### src/rtl/tone_sequencer.sv
// tone_sequencer: queues keypad presses and plays them one at a time as
// fixed-length notes on the shared PWM generator, each followed by a gap.
//
// state  | meaning
// -------+-----------------------------------------------------------
// IDLE   | waiting; pops the FIFO head into r_key when one is queued
// LOAD   | computes nfreq from r_key and arms the note timer
// PLAY   | tone enabled while the note timer counts down to 0
// GAP    | tone disabled while the gap timer counts down to 0
module tone_sequencer #(
  parameter int NOTE_CYC   = 12_500_000,
  parameter int GAP_CYC    = 2_500_000,
  parameter int DEPTH_LOG2 = 3,
  parameter int N_BASE     = 1000,
  parameter int N_STEP     = 50
) (
  input  logic                clk,
  input  logic                rst,
  input  logic                opr,
  input  logic [3:0]          posicion,
  input  logic                flush,
  output logic [11:0]         nfreq,
  output logic                tone_en,
  output logic                busy,
  output logic                full,
  output logic                dropped,
  output logic [DEPTH_LOG2:0] count
);

  localparam int DEPTH   = 1 << DEPTH_LOG2;
  localparam int MAX_CYC = (NOTE_CYC > GAP_CYC) ? NOTE_CYC : GAP_CYC;
  localparam int CNT_W   = $clog2(MAX_CYC + 1);

  localparam logic [CNT_W-1:0]      NOTE_LOAD = CNT_W'(NOTE_CYC - 1);
  localparam logic [CNT_W-1:0]      GAP_LOAD  = CNT_W'(GAP_CYC - 1);
  localparam logic [DEPTH_LOG2:0]   DEPTH_CNT = (DEPTH_LOG2 + 1)'(DEPTH);

  typedef enum logic [1:0] {
    S_IDLE = 2'd0,
    S_LOAD = 2'd1,
    S_PLAY = 2'd2,
    S_GAP  = 2'd3
  } state_t;

  state_t                r_state;
  state_t                w_state_nxt;
  logic                  r_opr_q;
  logic [3:0]            r_mem [DEPTH];
  logic [DEPTH_LOG2-1:0] r_wr_ptr;
  logic [DEPTH_LOG2-1:0] r_rd_ptr;
  logic [DEPTH_LOG2:0]   r_count;
  logic [3:0]            r_key;
  logic [CNT_W-1:0]      r_cnt;
  logic [11:0]           r_nfreq;
  logic                  r_dropped;

  logic                  w_press;
  logic                  w_full;
  logic                  w_push;
  logic                  w_pop;
  logic                  w_cnt_zero;
  logic [11:0]           w_n_calc;

  assign w_press    = opr & ~r_opr_q;
  assign w_full     = (r_count == DEPTH_CNT);
  // A full FIFO rejects the press even if a pop frees a slot this same cycle.
  assign w_push     = w_press & ~w_full & ~flush;
  assign w_pop      = (r_state == S_IDLE) & (r_count != '0) & ~flush;
  assign w_cnt_zero = (r_cnt == '0);
  assign w_n_calc   = 12'(N_BASE) + 12'(N_STEP) * {8'd0, r_key};

  assign nfreq   = r_nfreq;
  assign full    = w_full;
  assign dropped = r_dropped;
  assign count   = r_count;

  // Keypad level history for rising-edge press detection.
  always_ff @(posedge clk or negedge rst) begin
    if (!rst) r_opr_q <= 1'b0;
    else      r_opr_q <= opr;
  end

  // FIFO storage; contents need no reset since occupancy gates every read.
  always_ff @(posedge clk) begin
    if (w_push) r_mem[r_wr_ptr] <= posicion;
  end

  // FIFO pointers, occupancy and the overflow pulse.
  always_ff @(posedge clk or negedge rst) begin
    if (!rst) begin
      r_wr_ptr  <= '0;
      r_rd_ptr  <= '0;
      r_count   <= '0;
      r_dropped <= 1'b0;
    end else if (flush) begin
      r_wr_ptr  <= '0;
      r_rd_ptr  <= '0;
      r_count   <= '0;
      r_dropped <= 1'b0;
    end else begin
      r_dropped <= w_press & w_full;
      if (w_push) r_wr_ptr <= r_wr_ptr + 1'b1;
      if (w_pop)  r_rd_ptr <= r_rd_ptr + 1'b1;
      case ({w_push, w_pop})
        2'b10:   r_count <= r_count + 1'b1;
        2'b01:   r_count <= r_count - 1'b1;
        default: r_count <= r_count;
      endcase
    end
  end

  // FSM state register.
  always_ff @(posedge clk or negedge rst) begin
    if (!rst) r_state <= S_IDLE;
    else      r_state <= w_state_nxt;
  end

  // FSM next-state logic; flush overrides every transition.
  always_comb begin
    w_state_nxt = r_state;
    if (flush) begin
      w_state_nxt = S_IDLE;
    end else begin
      case (r_state)
        S_IDLE:  if (r_count != '0) w_state_nxt = S_LOAD;
        S_LOAD:  w_state_nxt = S_PLAY;
        S_PLAY:  if (w_cnt_zero) w_state_nxt = S_GAP;
        S_GAP:   if (w_cnt_zero) w_state_nxt = S_IDLE;
        default: w_state_nxt = S_IDLE;
      endcase
    end
  end

  // FSM outputs, decoded from the registered state so reset cuts the tone at once.
  always_comb begin
    tone_en = 1'b0;
    busy    = 1'b0;
    if (r_state == S_PLAY) tone_en = 1'b1;
    if ((r_state != S_IDLE) || (r_count != '0)) busy = 1'b1;
  end

  // Note/gap down-counter, popped key and the N value; nfreq holds outside LOAD.
  always_ff @(posedge clk or negedge rst) begin
    if (!rst) begin
      r_cnt   <= '0;
      r_key   <= '0;
      r_nfreq <= '0;
    end else if (!flush) begin
      if (w_pop) r_key <= r_mem[r_rd_ptr];
      case (r_state)
        S_LOAD: begin
          r_nfreq <= w_n_calc;
          r_cnt   <= NOTE_LOAD;
        end
        S_PLAY:  r_cnt <= w_cnt_zero ? GAP_LOAD : r_cnt - 1'b1;
        S_GAP:   if (!w_cnt_zero) r_cnt <= r_cnt - 1'b1;
        default: r_cnt <= r_cnt;
      endcase
    end
  end

endmodule

### config.mk
export PLATFORM = sky130hd
export DESIGN_NAME = tone_sequencer
export DESIGN_NICKNAME = d
export VERILOG_FILES = /design/src/rtl/tone_sequencer.sv
export SDC_FILE = /design/constraint.sdc
export NUM_CORES = 1
export LEC_CHECK = 0
export ABC_CLOCK_PERIOD_IN_PS = 4400
export BUFFER_PORTS_ARGS = -buffer_cell sky130_fd_sc_hd__buf_4
export CAP_MARGIN = 0
export CORE_AREA = 2 2 88 111
export CTS_BUF_LIST = sky130_fd_sc_hd__clkbuf_2
export CTS_CLUSTER_SIZE = 16
export DETAILED_ROUTE_END_ITERATION = 12
export DIE_AREA = 0 0 90 113
export PLACE_DENSITY = 0.66
export SLEW_MARGIN = 20
export SYNTH_ARGS = -nofsm -noshare
export SYNTH_HDL_FRONTEND = slang
export SYNTH_SLANG_ARGS = --single-unit
### constraint.sdc
create_clock -name clk -period 4.4 [get_ports clk]
set_clock_uncertainty 0.15 [all_clocks]
set_input_delay 0.88 -clock clk [delete_from_list [all_inputs] [get_ports clk]]
set_output_delay 0.88 -clock clk [all_outputs]
set_load 0.1 [all_outputs]
==> results of run 1 <==
[cell families (layout without fill, tap and decap cells)]
family	Yosys count	after routing
XOR/XNOR	15	15
buffers and inverters	30	52
AO/OA/AOI/OAI	80	80
adder cells (fa/ha/maj)	23	23
multiplexers	19	19
flip-flops	84	84
AND/OR/NAND/NOR	138	138
other	1	2
[cells in the mapped netlist (3+ instances only)]
cell type | instances | area share [%]
sky130_fd_sc_hd__dfrtp_1 | 52 | 29
sky130_fd_sc_hd__edfxtp_1 | 32 | 22
sky130_fd_sc_hd__nor2_1 | 26 | 2.2
sky130_fd_sc_hd__nand2_1 | 25 | 2.1
sky130_fd_sc_hd__a21oi_1 | 24 | 2.7
sky130_fd_sc_hd__ha_1 | 21 | 5.9
sky130_fd_sc_hd__o21ai_0 | 18 | 2.0
sky130_fd_sc_hd__inv_1 | 11 | 0.93
sky130_fd_sc_hd__nand3_1 | 11 | 1.2
sky130_fd_sc_hd__nor3_1 | 11 | 1.2
sky130_fd_sc_hd__clkbuf_1 | 10 | 0.84
sky130_fd_sc_hd__nand2b_1 | 9 | 1.3
sky130_fd_sc_hd__or3_1 | 9 | 1.3
sky130_fd_sc_hd__mux2i_1 | 8 | 1.8
sky130_fd_sc_hd__mux4_2 | 8 | 4.0
sky130_fd_sc_hd__xnor2_1 | 8 | 1.6
sky130_fd_sc_hd__xor2_1 | 7 | 1.4
sky130_fd_sc_hd__o31ai_1 | 6 | 1.0
sky130_fd_sc_hd__or4_1 | 6 | 1.0
sky130_fd_sc_hd__a211oi_1 | 5 | 0.84
sky130_fd_sc_hd__nor2b_1 | 5 | 0.70
sky130_fd_sc_hd__nor4_1 | 5 | 0.70
sky130_fd_sc_hd__o22ai_1 | 5 | 0.70
sky130_fd_sc_hd__a31oi_1 | 3 | 0.42
sky130_fd_sc_hd__buf_2 | 3 | 0.34
sky130_fd_sc_hd__buf_4 | 3 | 0.51
sky130_fd_sc_hd__mux2_2 | 3 | 0.76
sky130_fd_sc_hd__nand4_1 | 3 | 0.42
sky130_fd_sc_hd__nor3b_1 | 3 | 0.51
sky130_fd_sc_hd__or2_2 | 3 | 0.42
[through the flow]
step                hold slack (ns)  setup slack, ns  cells
global route                  0.161            0.908    536
finish                        0.152             1.18    536
floorplan                     0.319            0.156    391
CTS                           0.140             1.15    536
global placement              0.315             1.30    520
detailed placement            0.325             1.23    520
[flip-flops by register name, indices dropped and copies added (netlist names)]
signal    cells
r_state       2
count         4
r_mem        32
r_opr_q       1
r_key         4
nfreq        10
r_rd_ptr      3
r_wr_ptr      3
r_cnt        24
dropped       1
[final cells by class]
cell class	instances	area, um2
tap	123	154
multi-input combinational	277	2050
timing repair buffer	25	188
clock inverter	7	58.8
inverter	11	41.3
fill	845	4270
clock buffer	9	45.0
sequential	84	2260
[metal layers]
layer	GRT usage (%)	up-vias	routed length, um
met5	0	-	0
met3	3.60	12	235
li1	-	1487	-
met2	33.4	50	4580
met4	7.69	0	123
met1	21.3	1467	3720
[power groups by stage]
| stage | Sequential [uW] | Clock (uW) | Combinational (uW) |
|---|---|---|---|
| 2_1_floorplan | 1440 | 0 | 951 |
| 3_3_place_gp | 1070 | 0 | 1620 |
| 3_5_place_dp | 1080 | 0 | 1640 |
| 4_1_cts | 1070 | 398 | 1650 |
| 5_1_grt | 1090 | 431 | 1760 |
| 6_report | 1060 | 379 | 1630 |
[worst min-delay path by stage]
stage	start	to	slack, ns	depth (start not counted)
6_report	rst	r_cnt[3]	0.15	1
3_3_place_gp	nfreq[5]	nfreq[5]	0.32	2
2_1_floorplan	r_cnt[23]	r_cnt[23]	0.32	2
4_1_cts	rst	r_cnt[3]	0.14	1
3_5_place_dp	nfreq[5]	nfreq[5]	0.32	2
5_1_grt	rst	r_cnt[4]	0.16	1
==> results_dict.tcl, run 1 <==
set metrics [dict create \
    critPathRequiredTime_ns 4.76 \
    reg2reg_setup_slack_ns 1.18 \
    max_cap_violations 0 \
    cts_inserted_buffers 9 \
    drive_gt1_share_pct 17.2 \
    power.density_cell_area_nw_per_um2 639 \
    synthesis.yosys.warnings 0 \
    pwr-share-clk_pct 12.3 \
    synth-seq-cells 84 \
    sw_frac_of_total_pct 50.8 \
    area_growth_pct 7.72 \
    ant_nets_after_route 0 \
    reg2regPathDepth 11 \
    average_cell_area_after_synthesis_um2 11.4 \
    total_congestion_overflow_after_global_routing 0 \
    cts_post_setup_buffers_inserted 0 \
    routability_cong 0.828 \
    endpoint_kind "flop" \
    seq_area_frac_synth_pct 50.7 \
    route.detailed.vias_per_inst 5.63 \
    floorplan.initialDensity_pct 49.1 \
    rr_startpoint "r_state[0]" \
    detail_route.drc_violations 0 \
    worst_path_dominant_cell_family "simple AND/OR/NAND/NOR gates" \
    ctsHoldBuffers 0 \
    count_of_inserted_antenna_diode_cells 0 \
    rows 39 \
    placement.io_buffers 25 \
    largest_voltage_drop_on_the_vdd_net_v 0.000478 \
    synth_simple_gate_area_share_pct 17.8 \
    setup_viol 0 \
    setup.worst_path.start "r_state[0]" \
    cp_num_cells 11 \
    syn_inst_count 390 \
    layout.core_utilization_pct 52.9 \
    timing.setup.tns_ns 0 \
    htreeDepth 3 \
    fmax_mhz 310 \
    worstSetupPathType "reg -> reg" \
    synth_top_family_by_area "simple AND/OR/NAND/NOR gates" \
    cts-root-buf "sky130_fd_sc_hd__clkbuf_2" \
    design.die.area_um2 10200 \
    fin_total_pwr_uw 3070 \
    global_route.usage.total_pct 18.4 \
    clock_insertion_delay_worst_skew_ns 0.56 \
    tritoncts "yes" \
    grt_first_pass_wirelength_um 14800 \
    die_h_um 113 \
    worst_setup_path_endpoint "count[3]" \
    cp-start-kind "flop" \
    via_count_of_the_first_global_routing_pass 3069 \
    postSynth.asyncResetShare_pct 61.9 \
    slowest_delay_ns 0.47 \
    synth_compound_gate_area_share_pct 11.5 \
    vias 3016 \
    final-max-slew-violation-count 0 \
    route.final.wire_length_um 8660 \
    commonest_register_cell_after_synthesis "sky130_fd_sc_hd__dfrtp_1" \
    worst_ep_arrival_time_ns 3.58 \
    worst_path_max_delay_cell "sky130_fd_sc_hd__dfrtp_1" \
    end_of_the_worst_register_to_register_path "count[3]" \
    yosys.area_share.adder_pct 6.79 \
    placement.cell_area_um2 4700 \
    syn_area_um2 4460 \
    synth-edff-count 32 \
    p_seq_share_pct 34.6 \
    worst_setup_hold_path_clk_slew_ns 0.26 \
    period_share_pct 73.2 \
    clk_path_buf_depth 2 \
    grt_start_max_net_pins 53 \
    max_slew_margin_pct 35.5 \
    rsz0062_at_grt "no" \
    postCtsResizedCells 0 \
    avgRoutedWirePerCell_um 16.1 \
    outcome "completed" \
    most-common-layout-cells "sky130_fd_sc_hd__dfrtp_1 (52), sky130_fd_sc_hd__edfxtp_1 (32), sky130_fd_sc_hd__nor2_1 (26)" \
    critical_path.max_fanout 9 \
    die_w_um 90 \
    cell_internal_pwr_uw 1510 \
    final_common_cell "sky130_fd_sc_hd__dfrtp_1" \
    synth.mux.area_fraction_pct 6.59 \
    count_of_pins_on_the_block_boundary 28 \
    place_hpwl_um 6140 \
    final_net_count 439 \
    core-area_um2 9080 \
    power_frac_comb_pct 53.1 \
    power.net_switching_uw 1560 \
    max_slew.worst_pin.slew_ns 0.960 \
    yosysUniqueCellTypes 67 \
    p_leak_uw 0.00185 \
    synthXorXnorAreaFrac_pct 2.95 \
    drt-pass1-iter-count 4 \
    cp_num_buf_inv 1 \
    cts_sinks 84 \
    final-hold-violation-count 0 \
    final_area_um2 4800 \
    antenna_found_initial 0 \
    dr.first_iter.drc_count 176 \
    hold_class "in -> async" \
    crit_path_cell_trace "inv_1, ha_1, nor2b_1, nand2b_1, nor2_1, ha_1, a21oi_1, nor2b_1, or4_1, a211oi_1, a31o_2" \
    period_minus_slack_ns 3.22 \
]
Power figures use the tool's default switching activity.
==> run 2, diff against run 1 <==
ABC_CLOCK_PERIOD_IN_PS = 3300   (was 4400)
clock period = 3.3 ns   (was 4.4 ns; I/O delays follow)
==> run 2 against run 1 <==
Net effect: non-clock buffer count is 5 higher; global-route usage up 0.092 points; wire length decreased by 0.84%; sequential share of layout area fell by 0.68 points; final area grew 2.0%; via count grew 0.13%; worst setup slack worse by 0.85 ns; sequential power is 34% higher; total power grew 38%; utilization up 1.1 points; largest power group unchanged; clock power grew 53%.
==> results_dict.tcl, run 2 (synthesis gave the netlist of run 1 again) <==
set metrics [dict create \
    outcome "completed" \
    largest_register_ff_count 32 \
    endpoint_kind "flop" \
    vias 3020 \
    final_net_count 444 \
    antenna_found_initial 0 \
    largest_voltage_drop_on_the_vdd_net_v 0.000601 \
    cts_post_setup_buffers_inserted 0 \
    area_growth_pct 9.90 \
    setup.worst_path.start "r_state[1]" \
    p_leak_uw 0.00187 \
    route.detailed.vias_per_inst 5.58 \
    route.final.wire_length_um 8580 \
    power_frac_comb_pct 52.6 \
    period_minus_slack_ns 2.97 \
    clk_path_buf_depth 2 \
    drive_gt1_share_pct 19.4 \
    cell_internal_pwr_uw 2130 \
    top_register "r_mem" \
    post-route-worst-setup-slack_ns 0.334 \
    count_of_inserted_antenna_diode_cells 0 \
    max_slew_margin_pct 52.0 \
    placement_setup_slack_ns 0.402 \
    die_w_um 90 \
    final_common_cell "sky130_fd_sc_hd__dfrtp_1" \
    critical_path.max_fanout 5 \
    end_of_the_worst_register_to_register_path "count[3]" \
    cp-start-kind "flop" \
    final-max-slew-violation-count 0 \
    clock_insertion_delay_worst_skew_ns 0.58 \
    count_of_pins_on_the_block_boundary 28 \
    final-hold-violation-count 0 \
    layout.core_utilization_pct 54.0 \
    ant_nets_after_route 0 \
    hold_class "in -> reg" \
    total_congestion_overflow_after_global_routing 0 \
    rr_startpoint "r_state[1]" \
    hold-path-endpoint "r_mem[0][3]" \
    place_hpwl_um 6210 \
    design.die.area_um2 10200 \
    setup_viol 0 \
    die_h_um 113 \
    most-common-layout-cells "sky130_fd_sc_hd__dfrtp_1 (48), sky130_fd_sc_hd__edfxtp_1 (32), sky130_fd_sc_hd__buf_4 (28)" \
    worst_setup_hold_path_clk_slew_ns 0.27 \
    max_cap_violations 0 \
    htreeDepth 3 \
    hp-start "posicion[3]" \
    p_seq_share_pct 33.7 \
    avgRoutedWirePerCell_um 15.9 \
    cts-root-buf "sky130_fd_sc_hd__clkbuf_2" \
    tritoncts "yes" \
    dpl.cell_count 523 \
    reg2regPathDepth 11 \
    fmax_mhz 337 \
    routability_cong 0.796 \
    period_share_pct 89.9 \
    final_cells 541 \
    worstHoldPathCells 1 \
    reg2reg_setup_slack_ns 0.33 \
    drt-pass1-iter-count 4 \
    detail_route.drc_violations 0 \
    pwr-share-clk_pct 13.7 \
    multi_input_logic_area_um2 2070 \
    power.density_cell_area_nw_per_um2 862 \
    placement.io_buffers 25 \
    grt_first_pass_wirelength_um 14800 \
    worst_ep_arrival_time_ns 3.33 \
    rsz0062_at_grt "no" \
    worstSetupPathType "reg -> reg" \
    n_fill_cell 837 \
    critPathRequiredTime_ns 3.66 \
    sw_frac_of_total_pct 49.6 \
    core-area_um2 9080 \
    grt_start_max_net_pins 53 \
    seq_area_um2 2270 \
    cts_sinks 84 \
    floorplan.initialDensity_pct 49.1 \
    cts_inserted_buffers 9 \
    dr.first_iter.drc_count 238 \
    global_route.usage.total_pct 18.5 \
    via_count_of_the_first_global_routing_pass 3067 \
    rows 39 \
    power.net_switching_uw 2090 \
    max_slew.worst_pin.slew_ns 0.717 \
    fin_total_pwr_uw 4220 \
]
==> run 2: cell count changes in the layout (fill, tap and decap cells not counted), moves of 2 or more <==
cell	before	now
sky130_fd_sc_hd__dfrtp_1	52	48
sky130_fd_sc_hd__buf_4	25	28
sky130_fd_sc_hd__clkinv_4	3	0
sky130_fd_sc_hd__dfrtp_4	0	3
sky130_fd_sc_hd__dlygate4sd3_1	0	2
sky130_fd_sc_hd__nor2_1	26	24
sky130_fd_sc_hd__nor2_4	0	2
==> run 2: cell type report <==
type / instances / share of cell area (%)
clock buffer: 9 / 0.919
clock inverter: 7 / 1.66
inverter: 11 / 0.842
multi-input combinational: 277 / 42.3
sequential: 84 / 46.4
tap: 123 / 3.14
timing repair buffer: 30 / 4.70
==> run 2: per-stage QoR <==
stage / area, um2 / hold WS [ns] / TNS (ns)
2_1_floorplan: 4500 / 0.214 / -0.249
3_3_place_gp: 4750 / 0.319 / 0
3_5_place_dp: 4750 / 0.330 / 0
4_1_cts: 4890 / 0.0118 / 0
5_1_grt: 4900 / 0.0971 / 0
6_report: 4900 / 0.165 / 0
==> run 2: timing repair <==
item,in CTS,in global routing
resized for setup,0,0
hold buffers,1,1
hold endpoints to repair,52,1
setup endpoints to repair,0,0
==> run 2: worst max-delay path by stage <==
| stage | to | slack, ns | cells past startpoint |
|---|---|---|---|
| floorplan | count[3] | -0.25 | 9 |
| global placement | count[3] | 0.53 | 10 |
| detailed placement | count[3] | 0.40 | 11 |
| CTS | count[3] | 0.33 | 11 |
| global route | count[3] | 0.16 | 11 |
| finish | count[3] | 0.33 | 11 |
==> run 2: worst max-delay path: stages, from the launching register on <==
cell and delay [ns]:
sky130_fd_sc_hd__dfrtp_1 0.48, sky130_fd_sc_hd__inv_1 0.10, sky130_fd_sc_hd__ha_1 0.21, sky130_fd_sc_hd__nor2b_1 0.40
sky130_fd_sc_hd__nand2b_1 0.18, sky130_fd_sc_hd__nor2_4 0.17, sky130_fd_sc_hd__ha_1 0.25, sky130_fd_sc_hd__a21oi_1 0.13
sky130_fd_sc_hd__nor2b_1 0.07, sky130_fd_sc_hd__or4_1 0.44, sky130_fd_sc_hd__a211oi_2 0.19, sky130_fd_sc_hd__a31o_2 0.12
==> run 2: metal layers <==
layer  wire [um]  up-vias  global-route usage [%]
met2        4500       35                    32.8
li1            -     1492                       -
met4         164        0                    6.77
met5           0        -                       0
met1        3700     1478                    21.9
met3         210       15                    4.59
==> run 2: power groups by stage <==
stage	Clock, uW	Combinational (uW)	Sequential (uW)
after floorplan	0	1290	1930
after global placement	0	2200	1440
after detailed placement	0	2230	1450
after CTS	596	2240	1430
after global routing	651	2410	1460
final	578	2220	1420
